## src/rtl/fetch_pkg.sv

```systemverilog
// fetch_pkg: state encoding, instruction field positions and widths shared
// by the fetch/sequencing stage and its PC sub-module.
package fetch_pkg;

  localparam int INSTR_W = 32;
  localparam int OP_W    = 6;
  localparam int REG_W   = 5;
  localparam int FUNCT_W = 6;
  localparam int IMM_W   = 16;
  localparam int CNT_W   = 4;

  localparam int OP_MSB    = 31;
  localparam int OP_LSB    = 26;
  localparam int RS_MSB    = 25;
  localparam int RS_LSB    = 21;
  localparam int RT_MSB    = 20;
  localparam int RT_LSB    = 16;
  localparam int RD_MSB    = 15;
  localparam int RD_LSB    = 11;
  localparam int FUNCT_MSB = 5;
  localparam int FUNCT_LSB = 0;
  localparam int IMM_MSB   = 15;
  localparam int IMM_LSB   = 0;

  localparam logic [INSTR_W-1:0] HALT_WORD = 32'hFFFF_FFFF;

  typedef enum logic [2:0] {
    IDLE   = 3'd0,
    FETCH  = 3'd1,
    DECODE = 3'd2,
    EXEC   = 3'd3,
    HALT   = 3'd4
  } state_t;

endpackage

```

## src/rtl/pc_counter.sv

```systemverilog
// pc_counter: program counter register with synchronous reset, increment
// and a direct load used for taken branches.
module pc_counter
  import fetch_pkg::*;
#(
  parameter int                ADDR_W   = 8,
  parameter logic [ADDR_W-1:0] RESET_PC = '0
) (
  input  logic              clk,
  input  logic              reset,
  input  logic              inc,
  input  logic              load,
  input  logic [ADDR_W-1:0] load_value,
  output logic [ADDR_W-1:0] pc
);

  // Load wins over increment; the increment wraps silently at 2^ADDR_W.
  always_ff @(posedge clk) begin
    if (reset) begin
      pc <= RESET_PC;
    end else if (load) begin
      pc <= load_value;
    end else if (inc) begin
      pc <= pc + ADDR_W'(1);
    end
  end

endmodule

```

## src/rtl/fetch_sequencer.sv

```systemverilog
// fetch_sequencer: fetches instruction words over a req/ack handshake,
// holds them in the IR, splits out the fields and raises HAB once per
// instruction during the execute phase. Define FETCH_BRANCH_EN to add the
// BR_TAKEN/BR_TARGET branch inputs; without it the PC always increments.
module fetch_sequencer
  import fetch_pkg::*;
#(
  parameter int                ADDR_W      = 8,
  parameter logic [ADDR_W-1:0] RESET_PC    = '0,
  parameter int                EXEC_CYCLES = 1
) (
  input  logic                CLK,
  input  logic                RESET,
  input  logic                RUN,
  output logic                IMEM_REQ,
  output logic [ADDR_W-1:0]   IMEM_ADDR,
  input  logic                IMEM_ACK,
  input  logic [INSTR_W-1:0]  IMEM_DATA,
  input  logic                STALL,
`ifdef FETCH_BRANCH_EN
  input  logic                BR_TAKEN,
  input  logic [ADDR_W-1:0]   BR_TARGET,
`endif
  output logic [OP_W-1:0]     OP_CODE,
  output logic [FUNCT_W-1:0]  FUNCT,
  output logic [REG_W-1:0]    RS,
  output logic [REG_W-1:0]    RT,
  output logic [REG_W-1:0]    RD,
  output logic [IMM_W-1:0]    IMM,
  output logic                HAB,
  output logic [ADDR_W-1:0]   PC,
  output logic                HALTED
);

  localparam logic [CNT_W-1:0] LAST_CNT = CNT_W'(EXEC_CYCLES - 1);

  state_t             state;
  logic [INSTR_W-1:0] ir;
  logic [CNT_W-1:0]   exec_cnt;
  logic [ADDR_W-1:0]  pc;
  logic               exec_last;
  logic               br_take;
  logic [ADDR_W-1:0]  br_target;

`ifdef FETCH_BRANCH_EN
  assign br_take   = BR_TAKEN;
  assign br_target = BR_TARGET;
`else
  assign br_take   = 1'b0;
  assign br_target = '0;
`endif

  assign exec_last = (state == EXEC) && !STALL && (exec_cnt == LAST_CNT);

  pc_counter #(
    .ADDR_W   (ADDR_W),
    .RESET_PC (RESET_PC)
  ) u_pc (
    .clk        (CLK),
    .reset      (RESET),
    .inc        (exec_last && !br_take),
    .load       (exec_last && br_take),
    .load_value (br_target),
    .pc         (pc)
  );

  // Sequencer: IDLE -> FETCH -> DECODE -> EXEC (or HALT), with the IR
  // captured on ACK and the exec counter frozen while STALL is high.
  always_ff @(posedge CLK) begin
    if (RESET) begin
      state    <= IDLE;
      ir       <= '0;
      exec_cnt <= '0;
    end else begin
      case (state)
        IDLE: begin
          if (RUN) state <= FETCH;
        end
        FETCH: begin
          if (IMEM_ACK) begin
            ir    <= IMEM_DATA;
            state <= DECODE;
          end
        end
        DECODE: begin
          state <= (ir == HALT_WORD) ? HALT : EXEC;
        end
        EXEC: begin
          if (!STALL) begin
            if (exec_cnt == LAST_CNT) begin
              exec_cnt <= '0;
              state    <= RUN ? FETCH : IDLE;
            end else begin
              exec_cnt <= exec_cnt + CNT_W'(1);
            end
          end
        end
        HALT: begin
          state <= HALT;
        end
        default: begin
          state <= IDLE;
        end
      endcase
    end
  end

  assign IMEM_REQ  = (state == FETCH);
  assign HAB       = (state == EXEC);
  assign HALTED    = (state == HALT);
  assign IMEM_ADDR = pc;
  assign PC        = pc;

  assign OP_CODE = ir[OP_MSB:OP_LSB];
  assign FUNCT   = ir[FUNCT_MSB:FUNCT_LSB];
  assign RS      = ir[RS_MSB:RS_LSB];
  assign RT      = ir[RT_MSB:RT_LSB];
  assign RD      = ir[RD_MSB:RD_LSB];
  assign IMM     = ir[IMM_MSB:IMM_LSB];

endmodule

```

## config.mk

```make
export PLATFORM = sky130hd
export DESIGN_NAME = fetch_sequencer
export DESIGN_NICKNAME = d
export VERILOG_FILES = /design/src/rtl/fetch_pkg.sv /design/src/rtl/pc_counter.sv /design/src/rtl/fetch_sequencer.sv
export SDC_FILE = /design/constraint.sdc
export NUM_CORES = 1
export LEC_CHECK = 0
export ABC_CLOCK_PERIOD_IN_PS = 1600
export BUFFER_PORTS_ARGS = -buffer_cell sky130_fd_sc_hd__buf_2
export CORE_MARGIN = 2
export CORE_UTILIZATION = 35
export CTS_BUF_LIST = sky130_fd_sc_hd__clkbuf_4 sky130_fd_sc_hd__clkbuf_8 sky130_fd_sc_hd__clkbuf_16
export DETAILED_ROUTE_END_ITERATION = 7
export PLACE_DENSITY = 0.66
export RECOVER_POWER = 100
export SETUP_SLACK_MARGIN = 0.02
export SLEW_MARGIN = 10
export SYNTH_ARGS = -nofsm -noshare
export SYNTH_HDL_FRONTEND = slang
export SYNTH_SLANG_ARGS = --single-unit
```

## constraint.sdc

```tcl
create_clock -name CLK -period 1.6 [get_ports CLK]
set_clock_uncertainty 0.1 [all_clocks]
set_input_delay 0.16 -clock CLK [delete_from_list [all_inputs] [get_ports CLK]]
set_output_delay 0.16 -clock CLK [all_outputs]
set_load 0.02 [all_outputs]
```

# ---- Yosys cells after proc, flatten, opt, wreduce, memory -nomap -nowiden
# Index checks and enable logic that the tools add are counted.
dict set report totals {
  regBits 47
  latch_bits 0
  mem_bits_rw 0
  mem_bits_ro 0
  in_bits 37
  word_cells 32
  mem_count 0
}
dict set report op_classes {
  n_addsub 2
  multipliers 0
  div_mod_pow 0
  order_cmp 0
  eq_ne 9
  shift 0
  mux 8
  bitwise_logic 1
  n_reduce_logical 8
}
# op count
set ops {}
lappend ops {{== test 32 bit (second input constant)} 1}
lappend ops {{two-way mux 3 bit} 5}
lappend ops {{one-hot mux 3 bit (5 select lines)} 1}
lappend ops {{adder 8 x 1 -> 8 bit (second input constant)} 1}
lappend ops {{== test 3 x 2 -> 1 bit (second input constant)} 2}
lappend ops {{adder 4 x 1 -> 4 bit (second input constant)} 1}
lappend ops {{logical NOT 4 bit} 1}
lappend ops {{two-way mux 4 bit} 1}
lappend ops {{inequality test 2 x 1 -> 1 bit (second input constant)} 2}
lappend ops {{inequality test 2 bit (second input constant)} 2}
lappend ops {{AND reduction 2 bit} 2}
lappend ops {{AND reduction 4 bit} 1}
lappend ops {{== test 3 x 1 -> 1 bit (second input constant)} 1}
lappend ops {{== test 3 bit (second input constant)} 1}
lappend ops {{logical NOT 3 bit} 1}
lappend ops {{logical AND 1 bit} 2}
lappend ops {{logical NOT 1 bit} 1}
lappend ops {{two-way mux 1 bit} 1}
lappend ops {{inverter 1 bit} 1}

# ---- Logic depth before layout (Yosys ltp)
# Gate-level depths: netlist (run 1).
dict set report depth {
  depth_word 4
  ltp_mapped 7
}

# ---- Cells and area by module
# A second synthesis (run 1) with hierarchy kept.
dict set report hier_totals {
  hier_cells 277
  area_unflattened_um2 2292.2
}
# mod n_inst cells_per_inst area_per_inst_um2 seq_area_each_um2
set modules_own_cells {}
lappend modules_own_cells {fetch_sequencer 1 224 1828.0 780.7}
lappend modules_own_cells {pc_counter 1 53 464.2 160.2}

# ---- Worst setup path before layout (run 1)
# No wires, ideal clock.
dict set report synth_path {
  path_type {register to register}
  from {register exec_cnt[0]}
  to {register u_pc.pc[6]}
  setup_ns 0.128
  t_arrival_ns 1.548
  t_required_ns 1.372
  slack_ns -0.176
  path_stages_with_launch 8
  path_buffers 1
  period_less_slack_ns 1.776
  path_cell_list {dfxtp_1 > inv_1 > ha_1 > or4b_4 > buf_6 > nor4_2 > xnor2_1 > nor2_1}
}
dict set report synth_via {
  elab_chain_cells 2
}
# item line
set synth_rtl {}
lappend synth_rtl {{from (decl)} fetch_sequencer.sv:39} ;# logic [CNT_W-1:0] exec_cnt;
lappend synth_rtl {{from (signal assigned)} fetch_sequencer.sv:94} ;# exec_cnt <= exec_cnt + CNT_W'(1);
lappend synth_rtl {{logical NOT 4 bit} fetch_sequencer.sv:53} ;# assign exec_last = (state == EXEC) && !STALL && (exec_cnt == LAST_CNT);
lappend synth_rtl {{logical AND 1 bit} fetch_sequencer.sv:53}
lappend synth_rtl {{to (signal assigned)} pc_counter.sv:22} ;# pc <= load_value;
lappend synth_rtl {{to (signal assigned)} pc_counter.sv:24} ;# pc <= pc + ADDR_W'(1);
lappend synth_rtl {{to (decl)} pc_counter.sv:14} ;# output logic [ADDR_W-1:0] pc
# No other way between the ends.
# A chain may end at the register's enable or synchronous reset.

# ---- Worst setup path in the final report (run 1)
dict set report layout_path {
  from {register exec_cnt[1]}
  to {register u_pc.pc[5]}
}
# Same word-level chain as after synthesis.

==> impl_results.md, run 1 <==
* Status: complete, but fails checks
* Failing checks: negative setup slack
* Dominant cell type by area after synthesis: dfxtp_1
* Reg2reg path depth at 6
* H-tree levels at 2
* Fin crit share at 103%
* Final instance area at 3060 µm²
* DR vias/cell at 4.66
* Core area at ~5800 µm²
* Synth Warn # at 0
* Root buffer cell: clkbuf_8
* Cells after DPL at between 400 and 500
* Sw Share at 26.4%
* Cell Area, Synth at 2080 µm²
* Switch Pwr at around 0.73 mW
* Die ar. at approximately 6600 µm²
* Worst vdd rail ir drop at 0.428 mV
* Tmin final at 1.65 ns
* DR vias at 2110
* Initial core utilization at 35.8%
* FFs w/ async S/R, synth at 0%
* Critical path data arrival time at 1.75 ns
* Antenna violations before repair at 0
* Non-filler cells in the finished layout at approximately 450
* Die height at about 81 µm
* Worst slew margin at 74.6%
* Area grow syn2layout at 47.0%
* Final Setup Violations at 6
* Crit Path Max Fanout at 7
* Final antenna-violating net count at 0
* RSZ-0062 raised after global routing: yes
* Worst Hold Depth at 3
* Critical path class: reg2reg
* Post-synthesis cell type count at 32
* Detailed Route WL at 5450 µm
* Critical R2R Launch: exec_cnt[1]
* Initial DRC count at 48
* Final Util at 52.6%
* Reg power frac at between 40% and 50%
* CP Launch Type: register
* Setup TNS at -0.187 ns
* DR DRC count at 0
* Share of the synthesized area in the top cell type at ~45%
* Hold path endpoint: ir[19]
* PwrDens at 903 nW/µm²
* Post-DP HPWL at 3650 µm
* Min-delay src: IMEM_DATA[19]
* Internal power at 2.03 mW
* Post-synth net total at 295
* R2r setup slk at -0.05 ns
* Seq/Total Area, Yosys at 45.2%
* Setup WS post-layout at -0.0529 ns
* Clock slew at reported path FFs at 0.09 ns
* Clk pwr share at a little under two fifths
* Worst Path Required at 1.70 ns
* Fmax at 605 MHz
* EDFF count, synth at 0
* Synthesized area per cell at 8.16 µm²
* Leakage at 1.16 nW
* RR Endpoint: u_pc.pc[5]
* All-Layer GR Usage at ~17%
* CTS tree: done
* TritonCTS Buffers at 5
* Layout cell share with drive strength beyond 1 at 22.8%
* Post-synth top cells: nand2_1 (69), dfxtp_1 (47), a21oi_1 (34)
* Synth Register Bits at 47
* Clock Sinks at 47
* Total gr overflow at 0
* Chip Width at roughly 80 µm
* Post-DP Area at 2620 µm²
* Clock buffer depth at 2
* Ys flop type: dfxtp_1
* Routability cong. at 0.762
* Worst-skew pair later-pin latency at roughly 0.30 ns
* Fin. max-slew vios at 0
* Cells after synthesis at approximately 260
* Ant. Diodes at 0
* Routed WL per cell at 12.0 µm
* Measured slew at the worst slew-check pin at 0.376 ns
* Count leader, synth: nand2_1
* Comb pwr share at roughly 16%
* Max cap viols at 0
* Most area-consuming cells after synthesis: dfxtp_1 (45%), nand2_1 (12%), a21oi_1 (8.2%), buf_4 (6.9%), nand4_1 (3.0%)
* Port Buffers at 98
* I/O pins at 99
* First-pass GRT wire length at 8880 µm
* DR pass1 iterations at 4
* Number of global-route vias before repair at 1960
* Pre-CTS setup slack at -0.0845 ns
* Pin count of the biggest net entering global routing at 33
* Fin nets at roughly 420
* Row cnt at 28
* CP Capture Type: register
* Worst hold-check path type: in2reg
* Final hold vios at 0
==> metal layers <==
| metal | track usage (%) | part of all wire [%] | up-vias |
|---|---|---|---|
| li1 | - | - | 1082 |
| met1 | 19.7 | 44 | 969 |
| met2 | 31.6 | 51 | 53 |
| met3 | 3.56 | 3.9 | 6 |
| met4 | 6.10 | 1.1 | 0 |
| met5 | 0 | 0 | - |
==> cell families after synthesis <==
logic type                 count (synthesis)  share of synthesized area (%)
and+or+nand+nor                          117                           27.4
buffers and inverters                     37                           10.5
xor gates and xnor gates                  10                           4.21
AOI/OAI and AO/OA                         41                           10.9
adders and majority gates                  3                           1.80
DFF                                       47                           45.2
==> critical path, stage by stage (launching register included) <==
cell and delay (ns):
dfxtp_2 0.33, inv_2 0.07, ha_4 0.12, or4b_4 0.56, nor4_4 0.19, xnor2_1 0.15, nor2_1 0.05
==> worst max-delay path by stage <==
stage / from / to / slack [ns] / cells after the start
floorplan: exec_cnt[0] / u_pc.pc[3] / -0.07 / 7
global placement: exec_cnt[1] / u_pc.pc[4] / -0.06 / 6
detailed placement: exec_cnt[1] / u_pc.pc[4] / -0.08 / 6
CTS: exec_cnt[1] / u_pc.pc[7] / -0.05 / 6
global route: exec_cnt[1] / u_pc.pc[6] / -0.16 / 6
finish: exec_cnt[1] / u_pc.pc[5] / -0.05 / 6
==> sequential cells by signal, summed over array words and instances, names as in the netlist <==
signal,cells
exec_cnt,4
ir,32
state,3
u_pc.pc,8
==> stage by stage <==
stage	total power, mW	hold slack [ns]
floorplan	1.56	0.196
global placement	1.70	0.302
detailed placement	1.71	0.308
CTS	2.81	0.000187
global route	2.89	0.0275
finish	2.76	0.0127
==> final cells by class <==
class	count	area, µm²
Fill cell	611	2760
Multi-Input combinational cell	171	997
Sequential cell	47	947
Clock inverter	3	67.6
Timing Repair Buffer	148	870
Inverter	4	15.0
Clock buffer	5	68.8
Tap cell	75	93.8
==> power groups by stage <==
stage / Sequential [mW] / Combinational [mW] / Clock, mW
floorplan: 1.35 / 0.213 / 0
global placement: 1.30 / 0.404 / 0
detailed placement: 1.30 / 0.405 / 0
CTS: 1.28 / 0.466 / 1.07
global route: 1.29 / 0.492 / 1.11
finish: 1.28 / 0.448 / 1.04
==> cell usage in the layout (no fill, tap or decap), drive strengths merged, types with 2 or more instances in the layout <==
| cell type | instances |
|---|---|
| nand3 | 5 |
| clkbuf | 66 |
| dlygate4sd3 | 32 |
| nand2 | 69 |
| nor4 | 5 |
| xor2 | 3 |
| nor2 | 12 |
| buf | 55 |
| dfxtp | 47 |
| inv | 4 |
| ha | 3 |
| o2bb2ai | 2 |
| nor2b | 2 |
| nand4 | 10 |
| xnor2 | 7 |
| a21oi | 34 |
| bufinv | 2 |
| nand2b | 2 |
| nor4b | 2 |
| nor3 | 5 |
==> repair_timing <==
item                                    4_1_cts  5_1_grt
gates resized for setup                       7        7
endpoints found under the setup margin        9       29
pin swaps                                     6        2
buffers inserted                              1        2
endpoints found under the hold margin        32        0
hold buffers                                 32        0
(Power assumes the default switching activity.)
==> run 2: changes to the inputs <==
--- a/config.mk
+++ b/config.mk
@@ -7,14 +7,15 @@
 export LEC_CHECK = 0
 export ABC_CLOCK_PERIOD_IN_PS = 1600
 export BUFFER_PORTS_ARGS = -buffer_cell sky130_fd_sc_hd__buf_2
-export CORE_MARGIN = 2
+export CORE_ASPECT_RATIO = 1.1
+export CORE_MARGIN = 3
 export CORE_UTILIZATION = 35
 export CTS_BUF_LIST = sky130_fd_sc_hd__clkbuf_4 sky130_fd_sc_hd__clkbuf_8 sky130_fd_sc_hd__clkbuf_16
 export DETAILED_ROUTE_END_ITERATION = 7
-export PLACE_DENSITY = 0.66
 export RECOVER_POWER = 100
 export SETUP_SLACK_MARGIN = 0.02
 export SLEW_MARGIN = 10
 export SYNTH_ARGS = -nofsm -noshare
 export SYNTH_HDL_FRONTEND = slang
+export SYNTH_HIERARCHICAL = 1
 export SYNTH_SLANG_ARGS = --single-unit
==> impl_results.md, run 2 <==
* Critical path data arrival time at 2.08 ns (+0.33 ns)
* Switch Pwr at 0.828 mW (+14%)
* Fin crit share at 122% (+19 points)
* Pre-CTS setup slack at -0.329 ns (-0.245 ns)
* Status: complete, but fails checks
* Row cnt at 30 (+7.1%)
* Fin. max-slew vios at 0 (unchanged)
* Reg power frac at 47.0% (+0.7 points)
* Synth Warn # at 6 (+6)
* DR vias at 2234 (+5.9%)
* DR vias/cell at 4.68 (+0.55%)
* Setup WS post-layout at -0.353 ns (-0.300 ns)
* Cells after synthesis at 277 (+8.6%)
* Die height at 90.9 µm (+12%)
* Post-synthesis cell type count at 40 (+25%)
* Largest register FFs at 32 (unchanged)
* Setup TNS at -1.34 ns (-1.15 ns)
* H-tree levels at 2 (unchanged)
* Slowest-stage cell, CP: or4_1
* Worst vdd rail ir drop at 0.462 mV (+8.0%)
* Number of global-route vias before repair at 2006 (+2.3%)
* Worst hold-check path type: in2reg
* Leakage at 1.23 nW (+5.9%)
* Delay-heaviest family, CP: simple AND/OR/NAND/NOR gates
* Chip Width at 83.2 µm (+2.5%)
* Clock buffer depth at 2 (unchanged)
* Dominant cell type by area after synthesis: dfxtp_1
* CP Launch Type: register
* Failing checks: negative setup slack
* Detailed Route WL at 5920 µm (+8.6%)
* CP cell instances: inv_2, ha_4, nor4b_4, and3_1, or3b_4, or4_1, o211ai_1
* Area grow syn2layout at 35.9%
* Critical path class: reg2reg
* Max cap viols at 0 (unchanged)
* First-pass GRT wire length at 9340 µm (+5.2%)
* Share of the synthesized area in the top cell type at 41.0% (-4.2 points)
* Clock Sinks at 47 (unchanged)
* DR DRC count at 0 (unchanged)
* Routed WL per cell at 12.4 µm (+3.1%)
* Crit Path Max Fanout at 2 (-5)
* All-Layer GR Usage at 14.8% (-2.5 points)
* Final Util at 49.7% (-2.9 points)
* Initial core utilization at 36.6% (+0.79 points)
* Root buffer cell: clkbuf_8
* Most flops, register: ir
* Ant. Diodes at 0 (unchanged)
* Pin count of the biggest net entering global routing at 33 (unchanged)
* Cell Area, Synth at 2290 µm² (+10%)
* Worst Path Required at 1.73 ns (+0.03 ns)
* Clk pwr share at 31.0% (-6.5 points)
* EDFF count, synth at 0 (unchanged)
* Internal power at 1.96 mW (-3.8%)
* FFs w/ async S/R, synth at 0% (unchanged)
* Die ar. at 7560 µm² (+15%)
* I/O pins at 99 (unchanged)
* Most frequent cells in the layout: nand2_1 (70), clkbuf_1 (59), dfxtp_1 (44)
* Most common cell after layout, fill and taps aside: nand2_1
* Clock slew at reported path FFs at 0.09 ns (about the same)
* PwrDens at 894 nW/µm² (-0.98%)
* Total gr overflow at 0 (unchanged)
* Most area-consuming cells after synthesis: dfxtp_1 (41%), nand2_1 (11%), buf_4 (7.2%), a21oi_1 (6.8%), nand4_1 (3.3%)
* Final antenna-violating net count at 0 (unchanged)
* Comb pwr share at 21.9% (+5.7 points)
* TritonCTS Buffers at 5 (unchanged)
* Tmin final at 1.95 ns (+0.300 ns)
* Worst-skew pair later-pin latency at 0.30 ns (about the same)
* Core area at 6270 µm² (+7.8%)
* Synthesized area per cell at 8.28 µm² (+1.4%)
* Largest regs: ir x32, u_pc/pc x8, exec_cnt x4
* Initial DRC count at 74 (+54%)
* Seq/Total Area, Yosys at 41.0% (-4.2 points)
* Bufs and invs on worst path at 1 (unchanged)
* CP Capture Type: register
* CTS tree: done
* Final hold vios at 0 (unchanged)
* Post-DP HPWL at 4010 µm (+9.8%)
* Count leader, synth: nand2_1
* Layout cell share with drive strength beyond 1 at 22.4% (-0.33 points)
* Antenna violations before repair at 0 (unchanged)
* RSZ-0062 raised after global routing: yes
* Synth Register Bits at 47 (unchanged)
* Fin nets at 437 (+4.8%)
* Worst Hold Slack at 0.00579 ns (-0.00694 ns)
* Final Setup Violations at 7 (+1)
* Routability cong. at 0.773 (+1.4%)
* Sw Share at 29.7% (+3.4 points)
* Fmax at 512 MHz (-15%)
* DR pass1 iterations at 4 (unchanged)
* CP peak stage delay at 0.41 ns (-0.15 ns)
* Port Buffers at 98 (unchanged)
* Post-synth top cells: nand2_1 (70), dfxtp_1 (47), a21oi_1 (31)
* Ys flop type: dfxtp_1
## run 2: changes by cell type after synthesis, moves of 3 or more
| cell | delta |
|---|---|
| a21oi_1 | -3 |
| a21oi_2 | +8 |
| buf_4 | +3 |
| nor2_1 | +3 |
| buf_2 | +4 |
| inv_1 | +4 |
| clkbuf_1 | -9 |
| buf_8 | +3 |
| xnor2_1 | -7 |
| o211ai_1 | +4 |
| mux2i_1 | +4 |
## run 2: stage by stage
stage | power (mW) | cell area [µm²] | cells
CTS | 2.82 | 3140 | 474
global placement | 1.91 | 2810 | 445
floorplan | 1.76 | 2340 | 286
global route | 2.92 | 3110 | 477
finish | 2.78 | 3110 | 477
detailed placement | 1.92 | 2810 | 445
## run 2: worst register-to-register path, cell delays in order (launching register included)
cell      delay [ns]
dfxtp_2         0.33
inv_2           0.07
ha_4            0.13
nor4b_4         0.19
and3_1          0.20
or3b_4          0.37
or4_1           0.41
o211ai_1        0.10
## run 2: what timing repair did
| action | in CTS | in global routing |
|---|---|---|
| hold buffers | 22 | 0 |
| gates resized for setup | 1 | 10 |
| gates cloned | 0 | 1 |
| hold endpoints to repair | 22 | 0 |
| pin swaps | 1 | 4 |
| buffers inserted | 1 | 3 |
| setup endpoints to repair | 8 | 18 |
## run 2: cell type report
| class | count | area [µm²] |
|---|---|---|
| inverter | 8 | 30.0 |
| fill | 653 | 3150 |
| multi-input combinational | 196 | 1120 |
| tap | 80 | 100 |
| timing repair buffer | 139 | 808 |
| sequential | 47 | 945 |
| clock buffer | 6 | 76.3 |
| clock inverter | 1 | 30.0 |
## run 2: layer usage
layer	track usage, %	wire length, µm	share of wire [%]
met1	18.5	2660	45
met2	25.5	2920	49
met3	3.01	269	4.5
met4	4.22	66	1.1
met5	0	0	0
## run 2: worst paths after layout
check               startpoint         end  slack, ns  depth (start not counted)
setup / recovery   exec_cnt[1]  u_pc/pc[7]      -0.35                          7
hold / removal    IMEM_DATA[9]       ir[9]      0.006                          3
setup reg to reg   exec_cnt[1]  u_pc/pc[7]      -0.35                          7
hold reg to reg         ir[23]      ir[23]       0.38                          2
## run 2: cell families after synthesis
kind of cell / Yosys count / synth area share (%)
and+or+nand+nor: 118 / 24.7
AOI/OAI and AO/OA: 55 / 15.3
DFF: 47 / 41.0
buffers and inverters: 43 / 13.0
xor gates and xnor gates: 5 / 1.91
muxes: 5 / 2.24
adders and majority gates: 3 / 1.64
other: 1 / 0.164
## run 2: power by group through the flow
stage	combinational (mW)	sequential, mW	clock [mW]
2_1_floorplan	0.359	1.40	0
3_3_place_gp	0.582	1.33	0
3_5_place_dp	0.586	1.33	0
4_1_cts	0.628	1.31	0.887
5_1_grt	0.667	1.32	0.932
6_report	0.611	1.31	0.864
==> run 3: changes to the inputs <==
--- a/config.mk
+++ b/config.mk
@@ -7,11 +7,11 @@
 export LEC_CHECK = 0
 export ABC_CLOCK_PERIOD_IN_PS = 1600
 export BUFFER_PORTS_ARGS = -buffer_cell sky130_fd_sc_hd__buf_2
-export CORE_ASPECT_RATIO = 1.1
 export CORE_MARGIN = 3
 export CORE_UTILIZATION = 35
 export CTS_BUF_LIST = sky130_fd_sc_hd__clkbuf_4 sky130_fd_sc_hd__clkbuf_8 sky130_fd_sc_hd__clkbuf_16
 export DETAILED_ROUTE_END_ITERATION = 7
+export PLACE_DENSITY = 0.74
 export RECOVER_POWER = 100
 export SETUP_SLACK_MARGIN = 0.02
 export SLEW_MARGIN = 10
==> impl_results.md, run 3 (synthesis gave the netlist of run 2 again) <==
* Critical path data arrival time at 2.14 ns (+0.06 ns)
* Largest register FFs at 32 (unchanged)
* Number of global-route vias before repair at 2282 (+14%)
* Antenna violations before repair at 0 (unchanged)
* First-pass GRT wire length at 10000 µm (+7.2%)
* Total gr overflow at 0 (unchanged)
* Final hold vios at 0 (unchanged)
* Ant. Diodes at 0 (unchanged)
* RSZ-0062 raised after global routing: yes
* Chip Width at 86.9 µm (+4.5%)
* Top Metal Used: met4
* Max cap viols at 0 (unchanged)
* Port Buffers at 98 (unchanged)
* Area grow syn2layout at 40.7%
* Crit Path Max Fanout at 2 (unchanged)
* M1 WL at 2730 µm (+2.6%)
* Fin crit share at 126% (+3.7 points)
* I/O pins at 99 (unchanged)
* CP Capture Type: register
* Status: complete, but fails checks
* Die ar. at 7560 µm² (about the same)
* Worst Path Required at 1.72 ns (about the same)
* Most flops, register: ir
* Worst vdd rail ir drop at 0.514 mV (+11%)
* Fin. max-slew vios at 0 (unchanged)
* Cells after DPL at 441 (-0.90%)
* Post-DP Area at 2800 µm² (-0.40%)
* Final instance area at 3230 µm² (+3.6%)
* Routed wl met3 at 325 µm (+21%)
* Post-DP HPWL at 4250 µm (+5.9%)
* Tmin final at 2.01 ns (+0.0597 ns)
* H-tree levels at 2 (unchanged)
* All-Layer GR Usage at 16.4% (+1.6 points)
* Pin count of the biggest net entering global routing at 33 (unchanged)
* Fmax at 497 MHz (-3.0%)
* Clock buffer depth at 2 (unchanged)
* DR vias at 2330 (+4.3%)
* Non-filler cells in the finished layout at 480 (+0.63%)
* Initial core utilization at 37.4% (+0.82 points)
* Leakage at 1.28 nW (+3.9%)
* Clock Sinks at 47 (unchanged)
* Detailed Route WL at 6430 µm (+8.6%)
* Worst-skew pair later-pin latency at 0.29 ns (about the same)
* Clock slew at reported path FFs at 0.09 ns (about the same)
* Core area at 6130 µm² (-2.2%)
* Final Util at 52.6% (+2.9 points)
* Routability cong. at 0.834 (+8.0%)
* DR vias/cell at 4.85 (+3.6%)
* CP Launch Type: register
* Failing checks: negative setup slack
* DR pass1 iterations at 4 (unchanged)
* Die height at 86.9 µm (-4.3%)
* Row cnt at 28 (-6.7%)
* DR DRC count at 0 (unchanged)
* CTS tree: done
* Setup WS post-layout at -0.412 ns (-0.0597 ns)
* Initial DRC count at 44 (-41%)
* Final Setup Violations at 8 (+1)
* WL met2 at 3290 µm (+13%)
* Worst hold-check path type: in2reg
* Final antenna-violating net count at 0 (unchanged)
* Critical path class: reg2reg
* Layout cell share with drive strength beyond 1 at 23.5% (+1.0 points)
* Root buffer cell: clkbuf_8
* Most common cell after layout, fill and taps aside: nand2_1
* Fillers at 600 (-8.1%)
* Largest regs: ir x32, u_pc/pc x8, exec_cnt x4
* Routed WL per cell at 13.4 µm (+7.9%)
* Most frequent cells in the layout: nand2_1 (70), clkbuf_1 (57), dfxtp_1 (41)
* PwrDens at 928 nW/µm² (+3.8%)
* Fin nets at 444 (+1.6%)
* Power, Total at 2.99 mW (+7.5%)
* TritonCTS Buffers at 5 (unchanged)
## run 3: cell types whose count changed in the layout (fill, tap and decap cells not counted), moves of 2 or more
cell	previous run	this run
buf_2	37	40
buf_4	15	17
clkbuf_1	59	57
dfxtp_1	44	41
dfxtp_2	3	6
dlygate4sd3_1	22	29
## run 3: layout make-up
cell class	instances	area (µm²)	area share, %
Inverter	8	30.0	0.931
Tap cell	75	93.8	2.91
Multi-Input combinational cell	196	1130	35.2
Sequential cell	47	948	29.4
Timing Repair Buffer	146	882	27.3
Clock buffer	6	76.3	2.37
Clock inverter	2	60.1	1.86
## run 3: worst max-delay path, stage by stage, from the launching register on
cell and delay (ns):
dfxtp_2 0.33, inv_2 0.07, ha_4 0.13, nor4b_4 0.22, and3_4 0.23, or3b_1 0.35
or4_1 0.42, o211ai_1 0.10
## run 3: power breakdown
part	total (mW)	internal, mW	switching (mW)	leakage, nW
combinational	0.648	0.260	0.388	0.822
clock	1.03	0.642	0.393	0.0688
sequential	1.31	1.24	0.0670	0.386
## run 3: layer usage
metal	vias to the layer above	GRT usage, %
met1	1081	18.9
met5	-	0
met2	74	29.1
li1	1165	-
met3	10	4.26
met4	0	6.09
## run 3: stage by stage
step | hold WS, ns | setup WS (ns) | setup TNS (ns)
finish | 0.00630 | -0.412 | -1.79
detailed placement | 0.306 | -0.364 | -1.47
global placement | 0.302 | -0.292 | -1.05
CTS | 0.00212 | -0.369 | -1.51
floorplan | 0.196 | -0.454 | -1.41
global route | 0.00122 | -0.534 | -2.96
## run 3: what timing repair did
item | in CTS | in global routing
pin swaps | 3 | 4
setup endpoints to repair | 11 | 12
resized for setup | 4 | 10
setup buffers | 3 | 2
cloned | 0 | 1
endpoints found under the hold margin | 29 | 0
hold buffers | 29 | 0
## run 3: worst paths after layout
| check | from | end | slack [ns] | depth (start not counted) |
|---|---|---|---|---|
| max | exec_cnt[1] | u_pc/pc[7] | -0.41 | 7 |
| min | IMEM_DATA[7] | ir[7] | 0.006 | 3 |
| max reg2reg | exec_cnt[1] | u_pc/pc[7] | -0.41 | 7 |
| min reg2reg | ir[19] | ir[19] | 0.37 | 2 |
